### config.mk
export PLATFORM = sky130hd
export DESIGN_NAME = intr_seq
export DESIGN_NICKNAME = d
export VERILOG_FILES = /design/src/rtl/intr_seq.sv
export SDC_FILE = /design/constraint.sdc
export NUM_CORES = 1
export LEC_CHECK = 0
export CORE_MARGIN = 1
export CORE_UTILIZATION = 42
export DETAILED_ROUTE_END_ITERATION = 8
export PLACE_DENSITY = 0.88
export SLEW_MARGIN = 0
export SYNTH_ARGS = -nofsm -noshare
export SYNTH_HDL_FRONTEND = slang
export SYNTH_SLANG_ARGS = --single-unit
### constraint.sdc
create_clock -name clk -period 1.98 [get_ports clk]
set_input_delay 0.396 -clock clk [delete_from_list [all_inputs] [get_ports clk]]
set_output_delay 0.396 -clock clk [all_outputs]
set_load 0.05 [all_outputs]
### src/rtl/intr_seq.sv
// Interrupt/reset sequencer: owns the address-bus operation word during reset
// start-up, NMI, IRQ and BRK, driving the stack pushes, vector fetch and jump.
module intr_seq #(
    parameter int RST_DUMMY = 3
) (
    input  logic       clk,
    input  logic       RST,
    input  logic       sync,
    input  logic       brk,
    input  logic       nmi,
    input  logic       irq,
    input  logic       i_flag,
    output logic [9:0] ab_op,
    output logic       busy,
    output logic       we,
    output logic [1:0] do_sel,
    output logic       b_flag,
    output logic       s_dec,
    output logic       set_i,
    output logic       dr_load,
    output logic       done
);

    typedef enum logic [3:0] {
        RST_HOLD,
        RDUM,
        PUSH_H,
        PUSH_L,
        PUSH_P,
        VEC_L,
        VEC_H,
        JUMP,
        IDLE
    } state_t;

    localparam logic [9:0] AB_NONE  = 10'h000;
    localparam logic [9:0] AB_STACK = 10'h100;
    localparam logic [9:0] AB_VNMI  = 10'h140;
    localparam logic [9:0] AB_VIRQ  = 10'h160;
    localparam logic [9:0] AB_VECL  = 10'h008;
    localparam logic [9:0] AB_VECH  = 10'h209;
    localparam logic [9:0] AB_JUMP  = 10'h030;

    localparam logic [2:0] DUM_LAST = 3'(RST_DUMMY);

    state_t     state, state_nx;
    logic [2:0] dum_cnt;
    logic       vec_nmi;   // sequence uses the NMI vector
    logic       brk_kind;  // sequence was started by a BRK opcode
    logic       nmi_q;
    logic       nmi_pend;

    logic accept_nmi, accept_irq, accept;
    logic nmi_edge, take_nmi;

    assign nmi_edge   = nmi & ~nmi_q;
    assign accept_nmi = nmi_pend & (sync | brk);
    assign accept_irq = sync & irq & ~i_flag;
    assign accept     = accept_nmi | accept_irq | brk;
    assign take_nmi   = (state == IDLE) & accept_nmi;

    // NOTE: all state uses non-blocking assignments so every register samples
    // the pre-edge values regardless of statement order.
    always_ff @(posedge clk) begin
        if (RST) begin
            state    <= RST_HOLD;
            dum_cnt  <= 3'd0;
            vec_nmi  <= 1'b0;
            brk_kind <= 1'b0;
            nmi_q    <= 1'b0;
            nmi_pend <= 1'b0;
        end else begin
            state    <= state_nx;
            nmi_q    <= nmi;
            // A new edge wins over the clear issued in the same cycle.
            nmi_pend <= nmi_edge | (nmi_pend & ~take_nmi);
            if (state == RST_HOLD)
                dum_cnt <= 3'd1;
            else if (state == RDUM)
                dum_cnt <= dum_cnt + 3'd1;
            if (state == IDLE && accept) begin
                vec_nmi  <= accept_nmi;
                brk_kind <= brk;
            end
        end
    end

    always_comb begin
        state_nx = state;
        ab_op    = AB_NONE;
        busy     = 1'b1;
        we       = 1'b0;
        do_sel   = 2'b00;
        b_flag   = 1'b0;
        s_dec    = 1'b0;
        set_i    = 1'b0;
        dr_load  = 1'b0;
        done     = 1'b0;
        case (state)
            RST_HOLD: state_nx = RDUM;
            RDUM: begin
                ab_op    = AB_STACK;
                s_dec    = 1'b1;
                state_nx = (dum_cnt == DUM_LAST) ? VEC_L : RDUM;
            end
            PUSH_H: begin
                ab_op    = AB_STACK;
                we       = 1'b1;
                s_dec    = 1'b1;
                do_sel   = 2'b00;
                b_flag   = brk_kind;
                state_nx = PUSH_L;
            end
            PUSH_L: begin
                ab_op    = AB_STACK;
                we       = 1'b1;
                s_dec    = 1'b1;
                do_sel   = 2'b01;
                b_flag   = brk_kind;
                state_nx = PUSH_P;
            end
            PUSH_P: begin
                ab_op    = vec_nmi ? AB_VNMI : AB_VIRQ;
                we       = 1'b1;
                s_dec    = 1'b1;
                do_sel   = 2'b10;
                b_flag   = brk_kind;
                state_nx = VEC_L;
            end
            VEC_L: begin
                ab_op    = AB_VECL;
                set_i    = 1'b1;
                b_flag   = brk_kind;
                state_nx = VEC_H;
            end
            VEC_H: begin
                ab_op    = AB_VECH;
                dr_load  = 1'b1;
                b_flag   = brk_kind;
                state_nx = JUMP;
            end
            JUMP: begin
                ab_op    = AB_JUMP;
                done     = 1'b1;
                b_flag   = brk_kind;
                state_nx = IDLE;
            end
            IDLE: begin
                busy     = 1'b0;
                state_nx = accept ? PUSH_H : IDLE;
            end
            default: state_nx = RST_HOLD;
        endcase
    end

endmodule

# After elaboration in Yosys (flattened, before gate mapping)
# Index checks and enable logic that the tools add are counted.
[word_totals] regBits=11 latchBits=0 ramBits=0 rom_bits=0 elab_cells=53 memories=0
[classes] addsub=1 multipliers=0 div=0 n_lt_le_gt_ge=0 n_eq_ne=9 shift=0 n_mux=15 bitwise_logic=13 n_reduce_logical=8
[op_table] operator="case mux 10 bit (5 select lines)" count=1
[op_table] operator="case mux 4 bit (9 select lines)" count=1
[op_table] operator="== test 4 x 3 -> 1 bit, second input constant" count=4
[op_table] operator="two-way mux 1 bit" count=9
[op_table] operator="== test 4 x 2 -> 1 bit, second input constant" count=2
[op_table] operator="bitwise AND 1 bit" count=6
[op_table] operator="two-way mux 6 bit" count=1
[op_table] operator="OR reduction 3 bit" count=2
[op_table] operator="OR reduction 6 bit" count=1
[op_table] operator="== test 4 x 1 -> 1 bit, second input constant" count=1
[op_table] operator="== test 4 bit, second input constant" count=1
[op_table] operator="zero test 4 bit" count=1
[op_table] operator="two-way mux 4 bit" count=1
[op_table] operator="bitwise OR 1 bit" count=4
[op_table] operator="case mux 2 bit (2 select lines)" count=1
[op_table] operator="OR reduction 4 bit" count=1
[op_table] operator="adder 3 x 1 -> 3 bit, second input constant" count=1
[op_table] operator="== test 3 x 2 -> 1 bit, second input constant" count=1
[op_table] operator="two-way mux 3 bit" count=1
[op_table] operator="NOT 1 bit" count=3
[op_table] operator="nonzero test 2 bit" count=1
[op_table] operator="OR reduction 2 bit" count=1
[op_table] operator="logical AND 1 bit" count=1

# Logic depth before layout (Yosys ltp)
[logic_depth] depth_word=6 depth_mapped=5

# Worst setup path after synthesis
# Ideal clock, no wire load.
[synth_timing] path_type="register to output" startpoint="register state[2]" endpoint="output do_sel[1]" arrival_ns=2.296 t_required_ns=1.584 slack_ns=-0.712 path_stages_with_launch=6 n_path_buf=3 cell_sequence="dfxtp_1 buf_6 or2b_1 clkbuf_1 nor3_1 buf_4"
[synth_via] elab_chain_len=2 elab_cells_between_ends=3 cone_classes="eq/ne (2); mux (1)"
[synth_rtl] element="from (decl)" line_no="46" text="state_t state, state_nx;"
[synth_rtl] element="from (signal assigned)" line_no="73" text="state <= state_nx;"
[synth_rtl] element="== test 4 x 3 -> 1 bit / == test 4 x 2 -> 1 bit (equally long branches)" line_no="99" text="case (state)"
[synth_rtl] element="case mux 2 bit (2 select lines) (*)" line_no="99"
[synth_rtl] element="to (decl)" line_no="16" text="output logic [1:0] do_sel,"
# Mark *: on every way between the ends. The rest lies on a longest branch, timed or not.

# Worst setup path in the final report
[layout_timing] startpoint="register state[2]" endpoint="output busy"
[layout_via] elab_chain_len=2
[layout_rtl] element="== test 4 bit" line_no="99"
[layout_rtl] element="two-way mux 1 bit" line_no="99"
[layout_rtl] element="to (decl)" line_no="14" text="output logic busy,"
# Every way passes these cells.

==> metrics.md <==
| Metric | Value |
|---|---|
| Status | finished, final reports clean |
| Total power | 0.000511 W |
| First-pass GRT wire length | 2.30 mm |
| Global route overflow | 0 |
| EDFF count, synth | 0 |
| Clock Latency Late Sink | 0.25 ns |
| Avg Synthesized Cell Area | 7.81 sq um |
| Netlist cell types | 26 |
| Worst path arrival time | about 1.5 ns |
| Remaining antenna violation count | 0 |
| CTS Buf Count | 3 |
| Req. time, crit path | 1.58 ns |
| Starting Density | 0.451 |
| Die X | roughly 42 microns |
| Drt drc | 0 |
| Post-layout instance area | 0.00107 sq mm |
| Vias | 626 |
| Nets | 115 |
| Largest net degree at the start of global routing | 14 |
| Root buffer cell | clkbuf_4 |
| Placed Instance Area | 0.00103 sq mm |
| H-Tree Depth | 1 |
| Cell count after placement | ~120 |
| Met2 Use GR | 0.286 |
| Final WL | 1.43 mm |
| Max Root-Sink Buffers | 2 |
| Final Critical Period | about 1.9 ns |
| Clk slew on worst S/H paths | 0.07 ns |
| Fin crit share | 0.968 |
| WL/cell | 11.8 microns |
| Most frequent cells in the layout | buf_12 (15), nor2_1 (11), a21oi_1 (10), dfxtp_1 (8), clkdlybuf4s50_1 (6) |
| Top Usage Layer GRT | met2 |
| Die H | roughly 42 microns |
| RSZ-0062 raised after global routing | true |
| GR Util All Layers | 0.167 |
| Clock sinks | 11 |
| Pleak | 0.427 nW |
| Post-DR vias/cell | 5.17 |
| CP Cell Sequence | buf_4 > or4b_4 > buf_6 |
| Dpl ws | 0.262 ns |
| Setup crit end kind | primary output |
| Post-synthesis sequential area ratio | 0.324 |
| Non-filler cells, final | between 100 and 150 |
| MaxCap Viol Count | 0 |
| Synth async-reset ratio | 0 |
| Share of cells above drive strength 1 | 0.286 |
| Max Slew Vio Count | 0 |
| Final Setup Violations | 0 |
| Fmax | ~520 MHz |
| Delay of the slowest cell on the worst path | 0.54 ns |
| Number of global-route vias before repair | approximately 530 |
| Cells after Synth | 87 |
| Core Area | 0.00151 sq mm |
| Final Skew | 0.00153 ns |
| Commonest non-fill, non-tap cell in the layout | buf_12 |
| ANT cells | 0 |
| Placed wire-length estimate | 1.17 mm |
| TritonCTS clock tree | done |
| Die area | around 0.0018 sq mm |
| Gpl congestion | 0.753 |
| Fin. Hold Viols | 0 |
| Worst vdd ir | 0.430 mV |
| Final hold slack | 0.460 ns |
| Mapped Area | between 600 and 700 sq um |
| Syn. warnings | 0 |
| Max FO, Critical Path | 6 |
| Io pins | 26 |
| Final setup margin | 0.0630 ns |
| FP Rows | 14 |
| Power Dens Cells | 478 mW/mm^2 |
| Setup bufs post-CTS | 0 |
| Initial antenna violation count | 0 |
| Met3 usage | 0.0302 |
| Pre-antenna DRT Iters | 4 |
| Port bufs | 22 |
| Ys flop type | dfxtp_1 |
| Met1 Use GR | 0.209 |
| Area added between synthesis and finish | 57.3% |
| Worst Hold Class | reg2reg |
| Crit Path Class | reg2out |
| DR iter-0 viols | 8 |
| Worst path slowest cell | or4b_4 |
| #FFs+latches synth | 11 |
| Worst Setup Start Kind | flop |
[layer usage]
layer	vias to the layer above	share of wire
li1	325	-
met1	281	0.42
met2	20	0.54
met3	0	0.037
met4	0	0
met5	-	0
[layout make-up]
type                       instances  area, sq um
clock buffer                       4         26.3
tap                               16         20.0
fill                             114          438
timing repair buffer              24          387
sequential                        11          224
inverter                           2         7.51
multi-input combinational         64          404
[logic make-up after synthesis]
family / share of synthesized area
flip-flops: 0.324
buffers and inverters: 0.127
multiplexers: 0.0589
AND/OR/NAND/NOR: 0.308
AO/OA/AOI/OAI: 0.127
other: 0.00552
adder cells (fa/ha/maj): 0.0368
XOR/XNOR: 0.0129
[final timing paths]
path                endpoint       start  cells after the start  slack [ns]
setup reg to reg    nmi_pend    state[2]                      4        0.49
hold reg to reg   dum_cnt[1]  dum_cnt[1]                      2        0.46
setup / recovery        busy    state[2]                      3        0.06
hold / removal    dum_cnt[1]  dum_cnt[1]                      2        0.46
[synthesized netlist by cell type, types with 2 or more instances]
master	instances	area, sq um
nor2_1	12	45.0
nor2b_1	2	12.5
nand3b_1	3	22.5
nand2_1	3	11.3
a21oi_1	10	50.1
o21a_1	3	22.5
inv_1	2	7.51
dfxtp_1	11	220
buf_6	2	22.5
ha_1	2	25.0
clkbuf_1	5	18.8
nand2b_1	3	18.8
nor3_1	6	30.0
buf_4	5	37.5
nand3_1	4	20.0
mux2i_1	4	40.0
[flip-flops by register name (all words and copies together), names as in the netlist]
| signal | flops |
|---|---|
| dum_cnt | 3 |
| nmi_q | 1 |
| vec_nmi | 1 |
| brk_kind | 1 |
| state | 4 |
| nmi_pend | 1 |
[worst max-delay path: cells and delay by family (launching register included)]
kind / cells / cell delay (ns)
buffers and inverters: 2 / 0.36
and+or+nand+nor: 1 / 0.54
DFF: 1 / 0.36
[stage by stage]
stage | setup TNS (ns) | utilization
after global placement | 0 | 0.683
final | 0 | 0.709
after global routing | -0.0205 | 0.709
after floorplan | -0.343 | -
after CTS | 0 | 0.703
after detailed placement | 0 | 0.683
[power breakdown]
part	internal [W]	leakage, nW	switching [W]
Sequential	0.000230	0.0911	0.0000108
Combinational	0.0000554	0.321	0.0000699
Clock	0.0000776	0.0150	0.0000667
Total	0.000363	0.427	0.000147
[repair_timing]
| item | in CTS | in global routing |
|---|---|---|
| endpoints found under the setup margin | 3 | 9 |
| resized for setup | 2 | 3 |
| pin swaps | 0 | 1 |
| hold buffers | 0 | 0 |
| endpoints found under the hold margin | 0 | 0 |
(Power assumes the default switching activity.)
==> RTL change 1, RTL diff (same settings) <==
Encoding of `state_t`: now one-hot (9 bits for 9 states).
--- a/src/rtl/intr_seq.sv
+++ b/src/rtl/intr_seq.sv
@@ -21,16 +21,16 @@
     output logic       done
 );
 
-    typedef enum logic [3:0] {
-        RST_HOLD,
-        RDUM,
-        PUSH_H,
-        PUSH_L,
-        PUSH_P,
-        VEC_L,
-        VEC_H,
-        JUMP,
-        IDLE
+    typedef enum logic [8:0] {
+        RST_HOLD = 9'b000000001,
+        RDUM     = 9'b000000010,
+        PUSH_H   = 9'b000000100,
+        PUSH_L   = 9'b000001000,
+        PUSH_P   = 9'b000010000,
+        VEC_L    = 9'b000100000,
+        VEC_H    = 9'b001000000,
+        JUMP     = 9'b010000000,
+        IDLE     = 9'b100000000
     } state_t;
 
     localparam logic [9:0] AB_NONE  = 10'h000;
Formal check against the unedited RTL: same outputs for any inputs over 10 cycles, from zero or initial values and one cycle with RST high; not proved beyond that.
==> RTL change 1 against the original RTL <==
The run now ends with negative setup slack left. Critical endpoint is now ab_op[8]. Power rose by 38%. Count of clock-buffer cells in the layout fell by 1. Sequential power is 40% higher. Global-route usage rose by 6.0 points. Design area up 55%. Clock power increased by 25%. Largest cell class unchanged. Die area grew 50%. Wire length rose by 110%. Sequential cell count increased by 5. Maximum frequency decreased by 14%. Final cell count increased by 54%. Synthesized area grew 53%. Setup slack worse by 0.30 ns.
==> RTL change 1: results (changes against the original RTL) <==
Parameter                              Value

Placement
  Worst slack at placement ... 0.0195 ns (-0.242 ns)
  Count of placed standard cells including taps ... 173 (+48%)
  Final HPWL from detailed placement ... 1940 um (+65%)
  Dpl cell area ... 1480 um^2 (+44%)
  Global placer's final weighted congestion ... 0.813 (+7.9%)

Cells and area
  Sequential cell area ... 335 um^2 (+50%)
  Share of final-layout standard cells stronger than drive strength 1 ... 41.1% (+13 points)
  Leading registers by flop count ... state: 9 flops, dum_cnt: 3 flops
  Filler cell count in the final layout ... 126 (+11%)

Routing
  Router iterations before antenna repair ... 5 (+1)
  Vias after detailed routing ... 1075 (+72%)
  Initial drt markers ... 41 (+33)
  Routed length per placed instance ... 16.0 um (+36%)
  Routed wire length ... 2970 um (+110%)

Worst setup path
  Worst reg2reg path endpoint ... vec_nmi$_SDFFE_PP0P_
  Arrival @ worst endpoint ... 1.82 ns (+0.30 ns)
  Delay-heaviest family, CP ... compound AO/OA/AOI/OAI gates
  Worst reg-to-reg setup slack ... 0.37 ns (-0.12 ns)
  Worst R2R Path Depth ... 6 (+2)
  Worst setup startpoint ... state[3]$_SDFF_PP0_
  End of the critical path ... ab_op[8]
  Critical-path top delay cell ... o211ai_1

Clock tree
  Latest clock arrival within the worst-skew pair ... 0.29 ns (+0.04 ns)
  Clock transition at path regs ... 0.10 ns (+0.03 ns)

Timing
  Setup violations, final ... 9 (+9)
  Min setup slack post-route ... -0.239 ns (-0.302 ns)
  Clock Skews ... 0.00700 ns (+0.00547 ns)
  Post-Route Setup TNS ... -1.07 ns (-1.07 ns)

Global routing
  Global Route Usage Sum ... 22.6% (+6.0 points)
  Pin count of the biggest net entering global routing ... 13 (-1)
  First-pass GRT wire length ... 4350 um (+89%)
  Via count of the first global-routing pass ... 981 (+84%)

Power
  Net Switching ... 0.227 mW (+54%)
  Sequential Power Share ... 48.0% (+0.8 points)
  Leakage power total ... 0.659 nW (+54%)
  Share of total power in the clock network ... 25.5% (-2.8 points)
  Switching share of power ... 32.2% (+3.4 points)

Status
  Failing checks ... negative setup slack
  Run status ... finished with violations

Synth
  Top cell types by occurrence after synthesis ... dfxtp_1 (16), nor2_1 (12), nor2b_1 (9)
  Gate Count Post-Synth ... 122 (+40%)
  Top post-synthesis cells by area ... dfxtp_1 (31%), nor2b_1 (5.4%), nor2_1 (4.3%)
[RTL change 1: layout make-up]
class	instances	share of cell area, %
Clock buffer	3	1.36
Inverter	7	1.89
Multi-Input combinational cell	92	42.7
Sequential cell	16	20.3
Tap cell	28	2.12
Timing Repair Buffer	40	31.7
[RTL change 1: kinds of logic (layout without fill, tap and decap cells)]
group / count (synthesis) / in the layout / synth area share, %
flops: 16 / 16 / 30.9
simple gates: 59 / 59 / 38.5
xor+xnor: 3 / 3 / 2.53
compound gates: 25 / 25 / 16.9
buf+inv: 16 / 50 / 8.44
other cells: 1 / 3 / 0.362
fa+ha+maj: 2 / 2 / 2.41
[RTL change 1: worst min path at each step]
stage	from	slack (ns)	cells past startpoint	end
after floorplan	nmi_q$_SDFF_PP0_	0.44	2	nmi_pend$_SDFF_PP0_
after global placement	nmi_q$_SDFF_PP0_	0.45	2	nmi_pend$_SDFF_PP0_
final	nmi_q$_SDFF_PP0_	0.48	2	nmi_pend$_SDFF_PP0_
after CTS	nmi_q$_SDFF_PP0_	0.48	2	nmi_pend$_SDFF_PP0_
after detailed placement	nmi_q$_SDFF_PP0_	0.46	2	nmi_pend$_SDFF_PP0_
after global routing	dum_cnt[2]$_SDFFE_PP0P_	0.51	2	dum_cnt[2]$_SDFFE_PP0P_
[RTL change 1: routing by layer]
layer	wire, um	global-route usage (%)	share of wire (%)	vias up
li1	-	-	-	506
met1	1230	27.5	41	526
met2	1560	34.8	53	39
met3	134	3.80	4.5	4
met4	40	18.5	1.3	0
met5	0	0	0	-
[RTL change 1: what timing repair did]
| action | in CTS | in global routing |
|---|---|---|
| endpoints found under the setup margin | 15 | 16 |
| pin swaps | 3 | 2 |
| gates resized for setup | 11 | 13 |
| buffers inserted | 5 | 6 |
==> RTL change 2, RTL diff (config.mk and constraints unchanged) <==
Made on the original files. Make the reset (`RST`) asynchronous in one clocked block.
--- a/src/rtl/intr_seq.sv
+++ b/src/rtl/intr_seq.sv
@@ -61,7 +61,7 @@
 
     // NOTE: all state uses non-blocking assignments so every register samples
     // the pre-edge values regardless of statement order.
-    always_ff @(posedge clk) begin
+    always_ff @(posedge clk or posedge RST) begin
         if (RST) begin
             state    <= RST_HOLD;
             dum_cnt  <= 3'd0;
Formal check against the unedited RTL: differs if RST is asserted again (counterexample within 4 cycles, from zero or initial values and one cycle with RST high); with RST held inactive, the same outputs for 10 cycles.
==> RTL change 2 against the original RTL <==
Design area increased by 1.9%. Wire length decreased by 0.56%. Synthesized area increased by 0.37%. Setup slack got worse by 0.0097 ns. Count of clock-buffer cells in the layout unchanged. Highest routed layer is now met4. Maximum frequency decreased by 0.51%. Sequential cell count unchanged.
Power is left out: the tool's default activity adds up to more than one toggle a clock period on the data nets, which glitch-free logic cannot reach.
==> RTL change 2: results (changes against the original RTL) <==
Parameter                              Value

Worst setup path
  Worst reg2reg path endpoint ... dum_cnt[0]$_DFFE_PP0P_
  Worst reg-to-reg setup slack ... 0.47 ns (-0.02 ns)
  Start of the worst register-to-register path ... state[1]$_DFF_PP0_

Placement
  Final HPWL from detailed placement ... 1080 um (-7.7%)
  Worst slack at placement ... 0.208 ns (-0.0533 ns)
  Dpl cell area ... 1020 um^2 (-0.97%)
  Global placer's final weighted congestion ... 0.717 (-4.9%)
  Count of placed standard cells including taps ... 110 (-6.0%)

Worst hold path
  Type of the tightest min-delay check ... input port to asynchronous set/reset pin

Global routing
  Global Route Usage Sum ... 16.4% (-0.32 points)
  First-pass GRT wire length ... 2200 um (-4.5%)
  Via count of the first global-routing pass ... 534 (+0.19%)
  GRT met2 Usage ... 30.5% (+1.8 points)

Routing
  Initial drt markers ... 6 (-2)
  Routed length on met2 ... 774 um (+0.65%)
  Vias after detailed routing ... 590 (-5.8%)
  Wire length on met3 ... 49 um (-7.5%)
  Wire length on met1 ... 577 um (-4.3%)
  Routed length per placed instance ... 12.1 um (+2.8%)

Cells and area
  Summed area of non-filler cells in the final layout ... 1090 um^2 (+1.9%)
  Layout Cells excl Fill ... 117 (-3.3%)
  Share of final-layout standard cells stronger than drive strength 1 ... 35.6% (+7.1 points)
  Filler cell count in the final layout ... 104 (-8.8%)
  Count of multi-input gates ... 53 (-17%)

Synth
  Ys flop type ... dfrtp_1
  Ys async rst share ... 100% (+100 points)
  Share of the yosys chip area belonging to registers ... 40.4% (+8.0 points)
  Gate Count Post-Synth ... 80 (-8.0%)

Timing
  WHS ... 0.411 ns (-0.0482 ns)
  Clock Skews ... 0.00748 ns (+0.00594 ns)
  Min setup slack post-route ... 0.0532 ns (-0.00974 ns)

Status
  Run status ... finished clean

Clock tree
  Latest clock arrival within the worst-skew pair ... 0.27 ns (+0.02 ns)
RTL change 2: cell count changes after synthesis, moves of 3 or more:
cell and delta:
dfxtp_1 -11, o22ai_1 +3, o21ai_0 +3, buf_2 +3, nor3_1 -3, inv_1 +5, mux2i_1 -3, a21oi_1 -5
clkbuf_1 -4, dfrtp_1 +11
RTL change 2: what timing repair did:
action / 4_1_cts / 5_1_grt
gates resized for setup: 4 / 3
cloned: 0 / 0
endpoints found under the setup margin: 3 / 12
setup buffers: 0 / 3
hold buffers: 0 / 0
RTL change 2: cells by family (layout without fill, tap and decap cells):
family,after synthesis,count (layout),synth area share [%]
compound gates,16,16,14.3
buf+inv,18,37,15.4
mux,1,1,1.47
other cells,1,3,0.550
flops,11,11,40.4
fa+ha+maj,2,2,3.67
simple gates,30,30,22.9
xor+xnor,1,1,1.28
